`config.mk`:
```
export PLATFORM = sky130hd
export DESIGN_NAME = fetch_controller
export DESIGN_NICKNAME = d
export VERILOG_FILES = /design/src/rtl/fetch_controller.sv
export SDC_FILE = /design/constraint.sdc
export NUM_CORES = 1
export LEC_CHECK = 0
export BUFFER_PORTS_ARGS = -buffer_cell sky130_fd_sc_hd__buf_2
export CORE_UTILIZATION = 50
export DETAILED_ROUTE_END_ITERATION = 7
export PLACE_DENSITY = 0.83
export SLEW_MARGIN = 20
export SYNTH_ARGS = -nofsm -noshare
export SYNTH_HDL_FRONTEND = slang
export SYNTH_SLANG_ARGS = --single-unit
```
`constraint.sdc`:
```
create_clock -name clk -period 2.92 [get_ports clk]
set_input_delay 0 -clock clk [delete_from_list [all_inputs] [get_ports clk]]
set_output_delay 0 -clock clk [all_outputs]
set_load 0.03 [all_outputs]
```
`src/rtl/fetch_controller.sv`:
```
// Instruction fetch controller: one outstanding request, IDLE/FETCH/VALID sequencing,
// branch/jump redirects on consume, and flush with kill of an in-flight response.
module fetch_controller #(
    parameter logic [31:0] RESET_PC = 32'h0000_0000
) (
    input  logic        clk,
    input  logic        rst,
    input  logic        Branch,
    input  logic        Jal,
    input  logic        Jalr,
    input  logic [31:0] BranchTarget,
    input  logic [31:0] JalTarget,
    input  logic [31:0] JalrTarget,
    input  logic        Flush,
    input  logic [31:0] FlushTarget,
    input  logic        Stall,
    output logic        imem_req,
    output logic [31:0] imem_addr,
    input  logic        imem_ack,
    input  logic [31:0] imem_rdata,
    output logic [31:0] PC,
    output logic [31:0] Instr,
    output logic        InstrValid,
    output logic        Error
);

    localparam logic [1:0] IDLE  = 2'd0;
    localparam logic [1:0] FETCH = 2'd1;
    localparam logic [1:0] VALID = 2'd2;

    logic [1:0]  state;
    logic [31:0] fetch_pc;
    logic [31:0] kill_pc;
    logic        kill;

    logic        multi_redir;
    logic        any_redir;
    logic [31:0] sel_target;
    logic [31:0] next_pc;
    logic        next_err;
    logic [31:0] flush_pc;
    logic        flush_err;

    function automatic logic [31:0] align_word(input logic [31:0] a);
        return {a[31:2], 2'b00};
    endfunction

    function automatic logic misaligned(input logic [31:0] a);
        return (a[1:0] != 2'b00);
    endfunction

    // Next fetch address at the consume edge; conflicting redirects fall through to PC+4.
    always_comb begin
        multi_redir = (Branch & Jal) | (Branch & Jalr) | (Jal & Jalr);
        any_redir   = Branch | Jal | Jalr;
        sel_target  = JalrTarget;
        if (Jal)
            sel_target = JalTarget;
        if (Branch)
            sel_target = BranchTarget;
        if (any_redir && !multi_redir) begin
            next_pc  = align_word(sel_target);
            next_err = misaligned(sel_target);
        end else begin
            next_pc  = PC + 32'd4;
            next_err = multi_redir;
        end
    end

    assign flush_pc  = align_word(FlushTarget);
    assign flush_err = misaligned(FlushTarget);

    always_ff @(posedge clk) begin
        if (!rst) begin
            state      <= IDLE;
            PC         <= RESET_PC;
            fetch_pc   <= RESET_PC;
            Instr      <= 32'h0;
            InstrValid <= 1'b0;
            imem_req   <= 1'b0;
            imem_addr  <= RESET_PC;
            Error      <= 1'b0;
            kill       <= 1'b0;
            kill_pc    <= RESET_PC;
        end else begin
            case (state)
                IDLE: begin
                    state    <= FETCH;
                    imem_req <= 1'b1;
                    if (Flush) begin
                        fetch_pc  <= flush_pc;
                        imem_addr <= flush_pc;
                        if (flush_err)
                            Error <= 1'b1;
                    end else begin
                        imem_addr <= fetch_pc;
                    end
                end
                FETCH: begin
                    if (flush_err && Flush)
                        Error <= 1'b1;
                    if (imem_ack) begin
                        // A killed response is dropped and the request reissued to the flush target.
                        if (Flush || kill) begin
                            kill      <= 1'b0;
                            fetch_pc  <= Flush ? flush_pc : kill_pc;
                            imem_addr <= Flush ? flush_pc : kill_pc;
                        end else begin
                            Instr      <= imem_rdata;
                            PC         <= fetch_pc;
                            InstrValid <= 1'b1;
                            imem_req   <= 1'b0;
                            state      <= VALID;
                        end
                    end else if (Flush) begin
                        kill    <= 1'b1;
                        kill_pc <= flush_pc;
                    end
                end
                VALID: begin
                    if (Flush) begin
                        InstrValid <= 1'b0;
                        fetch_pc   <= flush_pc;
                        imem_addr  <= flush_pc;
                        imem_req   <= 1'b1;
                        state      <= FETCH;
                        if (flush_err)
                            Error <= 1'b1;
                    end else if (!Stall) begin
                        InstrValid <= 1'b0;
                        fetch_pc   <= next_pc;
                        imem_addr  <= next_pc;
                        imem_req   <= 1'b1;
                        state      <= FETCH;
                        if (next_err)
                            Error <= 1'b1;
                    end
                end
                default: begin
                    state    <= IDLE;
                    imem_req <= 1'b0;
                end
            endcase
        end
    end

endmodule

```
# == Word-level counts from Yosys, hierarchy flattened ==
# Index checks and enable logic that the tools add are counted.
# word_totals
regBits,134
output_inout_bits,99
elab_cells,82
# classes
addsub,1
eq_ne,10
mux,36
n_bitwise,9
n_reduce_logical,17
# op_table
cell,n
two-way mux 32 bit,9
one-hot mux 32 bit (3 select lines),1
"adder 32 x 3 -> 32 bit, second input constant",1
two-way mux 1 bit,18
"!= test 2 bit, second input constant",5
AND reduction 5 bit,2
AND reduction 3 bit,3
two-way mux 2 bit,4
nonzero test 2 bit,4
"!= test 3 bit, second input constant",2
one-hot mux 1 bit (3 select lines),2
one-hot mux 2 bit (3 select lines),1
OR 1 bit,4
AND reduction 4 bit,1
AND 1 bit,3
nonzero test 3 bit,1
"== test 2 x 1 -> 1 bit, second input constant",1
"== test 2 bit, second input constant",1
logical AND 1 bit,2
logical NOT 2 bit,1
"!= test 2 x 1 -> 1 bit, second input constant",1
NOT 1 bit,2
one-hot mux 1 bit (2 select lines),1
AND reduction 2 bit,1
2 further kinds,2

# == Longest topological paths before layout ==
# Gate-level depths: netlist (run 1).
# depth
depth_word,10
depth_mapped,10
mapped_depth_nobuf,7

# == Least setup slack after synthesis (run 1) ==
# No wires, ideal clock.
# synth_timing
path_type,flip-flop to flip-flop
from,register PC[7]
to,register fetch_pc[31]
t_arrival_ns,2.394
slack_ns,0.451
path_stages_with_launch,7
n_path_buf,1
path_cell_list,dfxtp_1 buf_2 nand4_4 or4_4 or4_1 a2111o_1 o211ai_2
# synth_between
elab_chain_cells,5
# synth_rtl
item,line,source
"start, declared",21,"output logic [31:0] PC,"
"start signal, assigned",110,PC <= fetch_pc;
adder 32 x 3 -> 32 bit,65,next_pc = PC + 32'd4;
two-way mux 32 bit,61,if (any_redir && !multi_redir) begin
two-way mux 32 bit,129,end else if (!Stall) begin
two-way mux 32 bit,121,if (Flush) begin
one-hot mux 32 bit (3 select lines),--,
"end signal, assigned",91,fetch_pc <= flush_pc;
"end signal, assigned",123,fetch_pc <= flush_pc;
"end signal, assigned",131,fetch_pc <= next_pc;
"end, declared",32,logic [31:0] fetch_pc;
# Every way passes these cells. The select of a mux whose other input is x is not followed.
# A chain may end at the register's enable or synchronous reset.

# == Worst setup path in the final report (run 1) ==
# layout_timing
from,register state[1]
to,register fetch_pc[7]
# layout_between
elab_chain_cells,3
word_cells_on_any_way,10
classes_between,eq/ne: 6; mux: 1; reduce/logical: 3
# layout_rtl
item,line,source
"start, declared",31,logic [1:0] state;
"start signal, assigned",75,state <= IDLE;
"start signal, assigned",88,state <= FETCH;
"start signal, assigned",113,state <= VALID;
"== test 2 bit, or another cell as far along",86,case (state)
"!= test 3 bit (no source line), or another cell as far along",--,
AND reduction 5 bit (no source line),--,
"end signal, assigned",91,
"end signal, assigned",106,fetch_pc <= Flush ? flush_pc : kill_pc;
"end signal, assigned",123,
# Several ways; a longest one is shown, not always the timed one.

==> results of run 1 <==
sequential cells by signal, summed over array words and instances (netlist names):
name and flops:
Instr 32, imem_req 1, kill 1, Error 1, state 2, kill_pc 32, fetch_pc 32, InstrValid 1
PC 32
cell usage in the layout, fill, tap and decap left out, drive strengths merged, types with 9 or more instances in the layout:
master       instances
a21oi              136
nor3                14
nand3               16
a22o                11
mux2i               15
dlygate4sd3         65
buf                294
o21ai               76
or3                 13
a221oi               9
nor2                30
dfxtp              134
nand2              247
xnor2                9
nand4               10
inv                 11
o211ai              19
clkbuf              24
a22oi               15
through the flow:
| step | setup slack, ns | std cells | utilization (%) | power (uW) | hold slack, ns |
|---|---|---|---|---|---|
| CTS | 0.488 | 1460 | 71.0 | 5660 | 0.0309 |
| global route | 0.332 | 1460 | 71.0 | 5900 | 0.0620 |
| global placement | 0.552 | 1367 | 62.1 | 3420 | 0.240 |
| floorplan | 0.451 | 972 | - | 2920 | 0.136 |
| detailed placement | 0.501 | 1367 | 62.1 | 3440 | 0.246 |
| finish | 0.451 | 1460 | 71.0 | 5690 | 0.0435 |
worst register-to-register path: stages, from the launching register on:
cell and delay, ns:
dfxtp_1 0.37, inv_1 0.08, ha_1 0.31, buf_4 0.27, a221o_1 0.47, buf_4 0.25, nor3_1 0.32, o21ai_0 0.16
o22ai_1 0.17
path summary, 6_finish.rpt:
check | start | to | cells past startpoint
worst max-delay path | state[1]$_SDFFE_PN0P_ | fetch_pc[7]$_SDFFE_PN0P_ | 8
worst min-delay path | BranchTarget[1] | Error$_SDFFE_PN0P_ | 4
worst max register to register | state[1]$_SDFFE_PN0P_ | fetch_pc[7]$_SDFFE_PN0P_ | 8
worst min register to register | Instr[13]$_SDFFE_PN0P_ | Instr[13]$_SDFFE_PN0P_ | 2
power breakdown:
part / switching [uW] / internal (uW) / leakage (uW)
clock network: 755 / 1410 / 0.000288
registers: 137 / 1970 / 0.00109
logic: 908 / 507 / 0.00270
cell type report:
type                       instances  area [um2]
clock buffer                      24         492
sequential                       134        2680
inverter                          13        50.0
tap                              180         225
fill                            1181        4040
timing repair buffer             359        2200
multi-input combinational        746        4150
clock inverter                     4        95.1
routing by layer:
metal | track usage, % | vias up | routed length [um]
met1 | 45.1 | 4069 | 10400
met5 | 0 | - | 0
met3 | 8.05 | 113 | 2850
li1 | - | 4086 | -
met2 | 58.6 | 644 | 12700
met4 | 19.7 | 0 | 1300
cells by family (layout without fill, tap and decap cells):
| logic type | count (synthesis) | count (layout) | share of synthesized area (%) |
|---|---|---|---|
| compound gates | 337 | 337 | 29.3 |
| xor+xnor | 13 | 13 | 1.59 |
| fa+ha+maj | 5 | 5 | 0.876 |
| buf+inv | 92 | 400 | 4.90 |
| flops | 134 | 134 | 37.5 |
| mux | 19 | 19 | 2.73 |
| simple gates | 372 | 372 | 23.1 |
==> out/qor.yml, run 1 <==
run_status:
  status: "finished clean"
timing:
  post-route-period-util_pct: 84.5
  hold_violations: 0
  drv_slew: 0
  max_freq_mhz: 405
  relSlewSlack_pct: 33.3
  rsz0062_at_grt: "false"
  fin_setup_tns_ns: 0
  skew_ns: 0.00953
  worstMarginPinSlew_ns: 0.999
  period_minus_slack_ns: 2.47
  setup_violations: 0
clocking:
  root_buffer: "clkbuf_16"
  post-cts-setup-buffers: 0
  cts_resized: 0
  cts_max_level: 4
  cts_buffer_depth: 2
  cts_tree: "built"
  cts_hold_buffers: 65
  cts_made_buffers: 17
  clock_latency_ns: 0.42
  clkSinkCount: 134
  cts.clk_slew.worst_paths_ns: 0.06
logic_synthesis:
  postSynthCellCount: 972
  synth_top_area_cell: "dfxtp_1"
  ys.warnings.count: 0
  avgSynthCellArea_um2: 7.35
  synth_seq_cells: 134
  ys_async_sr_fraction_pct: 0
  synth_top_area_share_pct: 37.5
  syn-num-nets: 1145
  synth_cell_types: 59
  seq_area_frac_synth_pct: 37.5
  synth.most_common_cell: "nand2_1"
  synth-edff-count: 0
  synthTopCellsByCount: "nand2_1, a21oi_1, dfxtp_1"
  synth_area_leaders: "dfxtp_1, nand2_1, a21oi_1"
  syn_area_um2: 7150
  synth_ff_type: "dfxtp_1"
worst_setup_path:
  worst_setup_path_end_kind: "register"
  r2r_slack_ns: 0.45
  cp_num_buf_inv: 3
  slowest_stage: "a221o_1"
  path_max_fanout: 19
  crit_family: "compound AO/OA/AOI/OAI gates"
  arrival_ns: 2.81
  cp_common_cell: "buf_4"
  setup.worst_path.start_class: "register"
  cp_cell_sequence: "inv_1 -> ha_1 -> buf_4 -> a221o_1 -> buf_4 -> nor3_1 -> o21ai_0 -> o22ai_1"
  crit_path_max_incr_delay_ns: 0.46
  critPathKind: "register to register"
  required_ns: 3.26
cells_and_area:
  drive_gt1_share_pct: 26.3
  synthToLayoutAreaGrowth_pct: 38.5
  diodes: 0
  design_area_um2: 9900
  nets: 1444
floorplanning:
  pin_count: 267
  num_rows: 43
  die_area_um2: 14800
  start_util_pct: 51.3
  die_h_um: 122
  dieWidth_um: 122
  design.core.area_um2: 13900
route:
  viasPerCell: 6.10
  drt_iter0_drc: 990
  wl_per_cell_um: 18.6
  detail-route-antenna-nets: 0
  route.detailed.drc: 0
  drt_wl_total_mm: 27.2
  dr.pass1.iters: 6
  vias: 8912
global_route:
  grt_max_degree: 63
  grt-ovfl-total: 0
  grt_pass1_wl_mm: 41.2
  grt_use_total_pct: 36.3
  grt_pass1_vias: 7982
  antenna_found_initial: 0
power:
  pwr_density_cell_nw_per_um2: 575
  peakVddDrop_v: 0.000411
  p_leak_uw: 0.00408
min_path:
  holdCritPathClass: "primary input to register"
placement:
  port_buffers: 266
  dp_hpwl_mm: 18.7
  place_congestion: 0.964
  place_area_um2: 8660
flow_run:
  cap_viol_max_count: 0
No activity file was read; power rests on OpenSTA's default activity.
==> inputs of run 2 (changes only) <==
- CORE_UTILIZATION: 50 -> 45
- PLACE_DENSITY: 0.83 -> 0.79
- clock period: 2.92 -> 2.25 ns (I/O delays scaled with it)
==> run 2 against run 1 <==
- worst setup slack got worse by 0.37 ns
- clock power is 18% higher
- sequential power grew 29%
- core utilization is 4.8 points lower
- clock skew is 0.0048 ns lower
- first-iteration DRC count decreased by 19%
==> out/qor.yml, run 2 (synthesis results as in run 1) <==
global_route:
  grt_max_degree: 65
  antenna_found_initial: 0
  grt-ovfl-total: 0
  grt_use_total_pct: 33.3
  grt_pass1_vias: 8294
  grt_pass1_wl_mm: 42.2
timing:
  whs_ns: 0.0345
  rsz0062_at_grt: "false"
  relSlewSlack_pct: 65.6
  drv_slew: 0
  hold_violations: 0
  skew_ns: 0.00472
  worstMarginPinSlew_ns: 0.514
  fin_setup_tns_ns: 0
  period_minus_slack_ns: 2.17
  setup_ws_ns: 0.0807
  setup_violations: 0
  post-route-period-util_pct: 96.4
  max_freq_mhz: 461
cells_and_area:
  diodes: 0
  mostFrequentLayoutCell: "buf_2"
  multi_input_comb_area_um2: 4170
  regArea_um2: 2700
  synthToLayoutAreaGrowth_pct: 42.5
  nets: 1473
  drive_gt1_share_pct: 29.1
  fillers: 1340
  layout_common_cells: "buf_2, nand2_1, a21oi_1"
  fin_cells: 1521
floorplanning:
  num_rows: 45
  design.core.area_um2: 15400
  die_h_um: 128
  start_util_pct: 46.5
  dieWidth_um: 128
  pin_count: 267
  die_area_um2: 16400
worst_setup_path:
  crit_path_max_incr_delay_ns: 0.36
  cp_cell_sequence: "inv_1 -> ha_1 -> a21o_1 -> a221oi_4 -> buf_12 -> buf_6 -> o21ai_0 -> a311oi_1"
  required_ns: 2.55
  r2r_cells: 8
  path_max_fanout: 21
  arrival_ns: 2.47
  critPathKind: "register to register"
  worst_setup_path_end_kind: "register"
  slowest_stage: "a221oi_4"
  critical_path_depth: 8
  cp_num_buf_inv: 3
  setup.worst_path.start_class: "register"
  crit_family: "compound AO/OA/AOI/OAI gates"
placement:
  port_buffers: 266
  dp_hpwl_mm: 19.5
  place_congestion: 0.970
  placedCellCount: 1427
  pre_cts_slack_ns: -0.0744
route:
  route.detailed.drc: 0
  drt_wl_total_mm: 27.6
  drt_iter0_drc: 802
  vias: 8817
  wl_per_cell_um: 18.1
  detail-route-antenna-nets: 0
  viasPerCell: 5.80
  dr.pass1.iters: 6
clocking:
  clock_latency_ns: 0.42
  cts_buffer_depth: 2
  cts_max_level: 4
  root_buffer: "clkbuf_16"
  clkSinkCount: 134
  cts.clk_slew.worst_paths_ns: 0.06
  cts_tree: "built"
  cts_made_buffers: 17
min_path:
  min_path_cells: 5
  holdCritPathClass: "primary input to register"
power:
  pwr_density_cell_nw_per_um2: 708
  p_leak_uw: 0.00423
  power_uw: 7200
  peakVddDrop_v: 0.000553
flow_run:
  cap_viol_max_count: 0
run_status:
  status: "finished clean"
run 2: path summary, 6_finish.rpt:
| check | from | end | slack (ns) |
|---|---|---|---|
| worst max-delay path | state[0]$_SDFFE_PN0P_ | fetch_pc[13]$_SDFFE_PN0P_ | 0.08 |
| worst min-delay path | JalTarget[19] | fetch_pc[19]$_SDFFE_PN0P_ | 0.03 |
| worst max register to register | state[0]$_SDFFE_PN0P_ | fetch_pc[13]$_SDFFE_PN0P_ | 0.08 |
| worst min register to register | Instr[1]$_SDFFE_PN0P_ | Instr[1]$_SDFFE_PN0P_ | 0.45 |
run 2: area by class of cell:
class                           count  area share (%)
Clock buffer                       25            4.77
Clock inverter                      4           0.467
Inverter                           13           0.492
Multi-Input combinational cell    746            41.0
Sequential cell                   134            26.5
Tap cell                          211            2.59
Timing Repair Buffer              388            24.2
run 2: per-layer routing:
layer  GRT usage [%]  vias up  wire length, um
met3            6.97       91             2700
met1            40.1     4051            10600
met4            16.3        0             1180
met2            56.6      525            13100
met5               0        -                0
li1                -     4150                -
run 2: where the power goes:
part / leakage [uW] / internal (uW) / total [uW] / switching (uW)
registers: 0.00110 / 2550 / 2730 / 172
clock network: 0.000259 / 1580 / 2560 / 981
logic: 0.00287 / 714 / 1910 / 1200
run 2: stage by stage:
| step | area, um2 | util, % |
|---|---|---|
| global route | 10200 | 66.2 |
| detailed placement | 8970 | 58.3 |
| finish | 10200 | 66.2 |
| CTS | 10100 | 66.0 |
| floorplan | 7170 | - |
| global placement | 8970 | 58.3 |
run 2: repair_timing:
| item | CTS | global route |
|---|---|---|
| pin swaps | 0 | 3 |
| hold endpoints to repair | 75 | 0 |
| gates resized for setup | 2 | 6 |
| hold buffers | 63 | 0 |
| buffers inserted | 0 | 2 |
| endpoints found under the setup margin | 4 | 16 |
run 2: tightest hold or removal path: cells and delay by family:
family                 cells  cell delay, ns
AOI/OAI and AO/OA          3            0.30
buffers and inverters      1            0.08
and+or+nand+nor            1            0.04
